===== src/rtl/reg_file_sb.sv =====
// Register file with an integrated write-pending scoreboard for the multicycle core.
// Optional same-cycle writeback bypass on the read ports: define REG_FILE_SB_BYPASS_EN.
module reg_file_sb #(
  parameter int XLEN     = 32,
  parameter int NREGS    = 32,
  parameter int NRD      = 2,
  parameter int ZERO_REG = 1,
  localparam int AW      = $clog2(NREGS)
) (
  input  logic                clk,
  input  logic                reset_n,
  input  logic [NRD*AW-1:0]   rd_sel,
  output logic [NRD*XLEN-1:0] rd_data,
  output logic [NRD-1:0]      rd_busy,
  input  logic                wb_en,
  input  logic [AW-1:0]       wb_sel,
  input  logic [XLEN-1:0]     wb_data,
  input  logic                claim_en,
  input  logic [AW-1:0]       claim_sel,
  output logic                claim_ok,
  input  logic                flush,
  output logic [AW:0]         pend_cnt
);

  logic [XLEN-1:0]  regs [NREGS];
  logic [NREGS-1:0] pending;
  logic [NREGS-1:0] pending_nxt;
  logic [AW:0]      cnt_nxt;
  logic             zero_claim;
  logic             zero_wb;
  logic             claim_pend;
  logic             claim_set;

  assign zero_claim = (ZERO_REG != 0) && (claim_sel == '0);
  assign zero_wb    = (ZERO_REG != 0) && (wb_sel == '0);

  // Claim handshake: claim_en is the request, claim_ok the combinational accept.
  // A claim takes effect only on an edge where both are high; a refused requester holds and retries.
  assign claim_pend = zero_claim ? 1'b0 : pending[claim_sel];
  assign claim_ok   = !claim_pend || (wb_en && (wb_sel == claim_sel));
  assign claim_set  = claim_en && claim_ok && !zero_claim;

  // Writeback clears first so a same-register claim wins; flush overrides both.
  always_comb begin
    pending_nxt = pending;
    if (wb_en)
      pending_nxt[wb_sel] = 1'b0;
    if (claim_set)
      pending_nxt[claim_sel] = 1'b1;
    if (flush)
      pending_nxt = '0;
  end

  always_comb begin
    cnt_nxt = '0;
    for (int k = 0; k < NREGS; k++)
      cnt_nxt = cnt_nxt + {{AW{1'b0}}, pending_nxt[k]};
  end

  always_ff @(posedge clk or negedge reset_n) begin
    if (!reset_n) begin
      pending  <= '0;
      pend_cnt <= '0;
    end else begin
      pending  <= pending_nxt;
      pend_cnt <= cnt_nxt;
    end
  end

  always_ff @(posedge clk or negedge reset_n) begin
    if (!reset_n) begin
      for (int k = 0; k < NREGS; k++)
        regs[k] <= '0;
    end else if (wb_en && !zero_wb) begin
      regs[wb_sel] <= wb_data;
    end
  end

  for (genvar i = 0; i < NRD; i++) begin : g_rd
    logic [AW-1:0] sel;
    logic          zsel;
    logic          hit;

    assign sel  = rd_sel[i*AW +: AW];
    assign zsel = (ZERO_REG != 0) && (sel == '0);
`ifdef REG_FILE_SB_BYPASS_EN
    assign hit  = wb_en && (wb_sel == sel) && !zsel;
`else
    assign hit  = 1'b0;
`endif
    assign rd_data[i*XLEN +: XLEN] = zsel ? '0 : (hit ? wb_data : regs[sel]);
    assign rd_busy[i]              = !zsel && !hit && pending[sel];
  end

endmodule


===== config.mk =====
export PLATFORM = sky130hd
export DESIGN_NAME = reg_file_sb
export DESIGN_NICKNAME = d
export VERILOG_FILES = /design/src/rtl/reg_file_sb.sv
export SDC_FILE = /design/constraint.sdc
export NUM_CORES = 2
export LEC_CHECK = 0
export BUFFER_PORTS_ARGS = -buffer_cell sky130_fd_sc_hd__buf_2
export CAP_MARGIN = 0
export CORE_UTILIZATION = 68
export CTS_CLUSTER_SIZE = 40
export DETAILED_ROUTE_END_ITERATION = 16
export PLACE_DENSITY = 0.93
export SYNTH_ARGS = -nofsm -noshare
export SYNTH_HDL_FRONTEND = slang
export SYNTH_SLANG_ARGS = --single-unit

===== constraint.sdc =====
create_clock -name clk -period 13.5 [get_ports clk]
set_input_delay 0.675 -clock clk [delete_from_list [all_inputs] [get_ports clk]]
set_output_delay 0.675 -clock clk [all_outputs]
set_load 0.03 [all_outputs]

==> reports/summary.json <==
{
  "detailed_routing": {
    "ant_nets": 0,
    "drt_drc_violations_left": 0,
    "initialDrtViolationCount": 5323,
    "routed_wl_um": 169000,
    "route.detailed.wl_per_inst_um": 36.5,
    "viasPerCell": 7.97,
    "via_count": 37100,
    "detailedRoute.firstPassIterationCount": 8
  },
  "sta": {
    "fin_crit_sh_pct": 49.7,
    "setup_viol": 0,
    "totalNegativeSetupSlack_ns": 0,
    "fin_skew_ns": 0.00985,
    "worst-slew-pin-transition_ns": 1.37,
    "finalCriticalPeriod_ns": 6.71,
    "drv_slew": 0,
    "max_slew_margin_pct": 7.93,
    "grt_setup_unrepaired": "no",
    "timing.final.hold_violations": 0,
    "fin_hold_ws_ns": 0.0829,
    "fmaxAchievable_ghz": 0.149
  },
  "synthesis": {
    "synth_warnings": 0,
    "synthMostInstantiatedCell": "sky130_fd_sc_hd__dfrtp_1",
    "syn_area_mm2": 0.0573,
    "synthDominantAreaCellType": "sky130_fd_sc_hd__dfrtp_1",
    "synth_cell_type_count": 55,
    "mappedNetlistNets": 3696,
    "ys_seq_elements": 1062,
    "synthesis.instances": 3608,
    "synth_area_per_cell_um2": 15.9,
    "synth_edf_count": 0,
    "netlist_top_cells_area": "sky130_fd_sc_hd__dfrtp_1 46%, sky130_fd_sc_hd__mux4_2 26%, sky130_fd_sc_hd__mux2_2 19%",
    "dominantRegCellSynth": "sky130_fd_sc_hd__dfrtp_1",
    "synthArstFlopShare_pct": 100,
    "synth.top_cell.area_share_pct": 46.4,
    "synth.cells.most_frequent": "1062 x sky130_fd_sc_hd__dfrtp_1, 992 x sky130_fd_sc_hd__mux2_2, 661 x sky130_fd_sc_hd__mux4_2",
    "share_of_synthesized_area_occupied_by_flip_flops_and_latches_pct": 46.4
  },
  "floorplan": {
    "core.rowCount": 106,
    "core_area_mm2": 0.0836,
    "die_area_mm2": 0.0854,
    "floorplan.initialDensity_pct": 68.6,
    "top_level_ports": 130,
    "die_w_um": 292,
    "chipHeight_um": 292
  },
  "worst_setup_path": {
    "slowest_delay_ns": 0.97,
    "endpoint_kind": "register",
    "setup_cp_type": "input port to register",
    "cp_data_required_time_ns": 14.06,
    "critical_path_buf_inv_count": 5,
    "startpoint_type": "input port",
    "crit_chain": "buf_2 -> nor3b_1 -> nand2_4 -> nand3b_1 -> o21ai_0 -> fa_1 -> inv_1 -> fa_1 -> fa_1 -> fa_1 -> fa_1 -> inv_1 -> fa_1 -> ha_1 -> inv_1 -> fa_1 -> inv_1 -> a21o_1 -> a21oi_1 -> xnor2_1",
    "cell_family_with_the_largest_share_of_critical_path_delay": "adder cells",
    "critical_path.max_fanout": 33,
    "cpMostUsedCell": "sky130_fd_sc_hd__fa_1",
    "timing.critical_path.arrival_ns": 7.27,
    "crit_path_slowest_cell": "sky130_fd_sc_hd__nor3b_1"
  },
  "global_routing": {
    "grt_overflow": 0,
    "gr-usage-all-layers_pct": 40.9,
    "number_of_global_route_vias_before_repair": 38700,
    "grt_start_max_net_pins": 187,
    "wire_length_of_the_first_global_routing_pass_um": 254000,
    "antenna_found_initial": 8
  },
  "cts": {
    "post_cts_hold_fix_bufs": 0,
    "post_cts.resized_instances": 0,
    "cts_max_level": 3,
    "postCtsSetupRepairBufs": 0,
    "cts.reportedPaths.clkPinSlew_ns": 0.06,
    "numClockSinks": 1062,
    "tritoncts": "yes",
    "clock_insertion_delay_worst_skew_ns": 0.67,
    "cts_made_buffers": 105,
    "cts.path.max_buffers": 3,
    "cts_root_buf": "sky130_fd_sc_hd__clkbuf_16"
  },
  "finish": {
    "final_layout_net_count": 3572,
    "n_fill_cell": 4320,
    "areaGrowthSynthToFinish_pct": 8.19,
    "fraction_of_layout_cells_with_a_size_suffix_above_1_pct": 57.5
  },
  "flow_run": {
    "drv.max_cap_violation_count": 0
  },
  "power_and_ir_drop": {
    "p_sw_uw": 2650,
    "p_leak_uw": 0.0267,
    "cellPowerDensity_mw_per_mm2": 152,
    "power.clock.fraction_pct": 32.7,
    "p_int_uw": 6750,
    "part_of_the_total_power_dissipated_in_sequential_elements_pct": 45.4,
    "power.combinational.fraction_pct": 21.9,
    "power_switching_share_pct": 28.2,
    "peakVddDrop_uv": 119
  },
  "placement": {
    "io_buffers": 129,
    "hpwl_um": 86300,
    "gp_routability_congestion": 0.921
  },
  "worst_hold_path": {
    "holdCritPathClass": "input port to async pin"
  },
  "status": {
    "status": "finished clean"
  }
}
power groups by stage:
| stage | registers (uW) | logic, uW | clock network, uW |
|---|---|---|---|
| after floorplan | 4080 | 1540 | 0 |
| after global placement | 4160 | 1910 | 0 |
| after detailed placement | 4240 | 1990 | 0 |
| after CTS | 4230 | 2040 | 3080 |
| after global routing | 4310 | 2150 | 3190 |
| final | 4260 | 2050 | 3070 |
cell families after synthesis:
| group | synth area share [%] |
|---|---|
| xor gates and xnor gates | 0.122 |
| and+or+nand+nor | 1.72 |
| muxes | 45.7 |
| AOI/OAI and AO/OA | 1.41 |
| adders and majority gates | 0.992 |
| DFF | 46.4 |
| buffers and inverters | 3.64 |
path summary, 6_finish.rpt:
kind / start / endpoint / cells after the start / slack [ns]
max: wb_sel[2] / pend_cnt[4]$_DFF_PN0_ / 20 / 6.79
max reg2reg: pending[6]$_DFF_PN0_ / pend_cnt[4]$_DFF_PN0_ / 22 / 7.06
max in group asynchronous: reset_n / regs[602]$_DFFE_PN0P_ / 3 / 10.91
min in group clk: regs[1018]$_DFFE_PN0P_ / regs[1018]$_DFFE_PN0P_ / 0 / 0.40
min reg2reg: regs[1018]$_DFFE_PN0P_ / regs[1018]$_DFFE_PN0P_ / 0 / 0.40
min: reset_n / regs[620]$_DFFE_PN0P_ / 1 / 0.08
through the flow:
step	instances	area (um2)	util [%]	setup WS, ns	total power [uW]
after detailed placement	4457	58400	69.9	6.17	6230
final	4648	62000	74.2	6.79	9390
after global placement	4457	58400	69.9	6.27	6070
after global routing	4644	62000	74.2	6.51	9650
after CTS	4643	62000	74.2	6.86	9340
after floorplan	3608	57300	-	6.99	5630
metal layers:
layer	vias up	share of wire, %	global-route usage, %
met5	-	0.064	0.454
met4	10	7.0	24.2
met3	857	14	13.8
met2	3143	45	59.6
met1	19400	34	54.2
li1	13600	-	-
cell usage in the layout, fill, tap and decap left out, types with 5 or more instances in the layout:
cell type,count
sky130_fd_sc_hd__nand2b_1,7
sky130_fd_sc_hd__clkbuf_8,31
sky130_fd_sc_hd__o31ai_1,5
sky130_fd_sc_hd__buf_2,120
sky130_fd_sc_hd__o32ai_1,6
sky130_fd_sc_hd__fa_1,24
sky130_fd_sc_hd__nor3_1,5
sky130_fd_sc_hd__bufinv_16,9
sky130_fd_sc_hd__nand3b_1,20
sky130_fd_sc_hd__inv_1,102
sky130_fd_sc_hd__nor2_4,16
sky130_fd_sc_hd__buf_8,5
sky130_fd_sc_hd__nand3_1,5
sky130_fd_sc_hd__buf_4,48
sky130_fd_sc_hd__diode_2,5
sky130_fd_sc_hd__nand2_4,11
sky130_fd_sc_hd__clkbuf_16,108
sky130_fd_sc_hd__nor3b_1,11
sky130_fd_sc_hd__dfrtp_1,1062
sky130_fd_sc_hd__o21ai_0,78
sky130_fd_sc_hd__nand2_1,77
sky130_fd_sc_hd__mux2_2,992
sky130_fd_sc_hd__nor2_1,15
sky130_fd_sc_hd__clkbuf_1,20
sky130_fd_sc_hd__buf_12,7
sky130_fd_sc_hd__o32a_1,5
sky130_fd_sc_hd__mux4_2,661
sky130_fd_sc_hd__clkinv_2,12
sky130_fd_sc_hd__mux2i_1,14
sky130_fd_sc_hd__ha_1,7
sky130_fd_sc_hd__o21a_1,6
area by class of cell:
type / count / area [um2] / area share (%)
Antenna cell: 5 / 12.5 / 0.0202
Clock buffer: 159 / 3200 / 5.17
Clock inverter: 27 / 387 / 0.624
Inverter: 103 / 389 / 0.628
Multi-Input combinational cell: 2030 / 28900 / 46.6
Sequential cell: 1062 / 26600 / 42.9
Tap cell: 1080 / 1350 / 2.18
Timing Repair Buffer: 182 / 1200 / 1.93
sequential cells by signal, summed over array words and instances (netlist names):
register / flops
regs: 1024
pend_cnt: 6
pending: 32
Power figures use the tool's default switching activity.
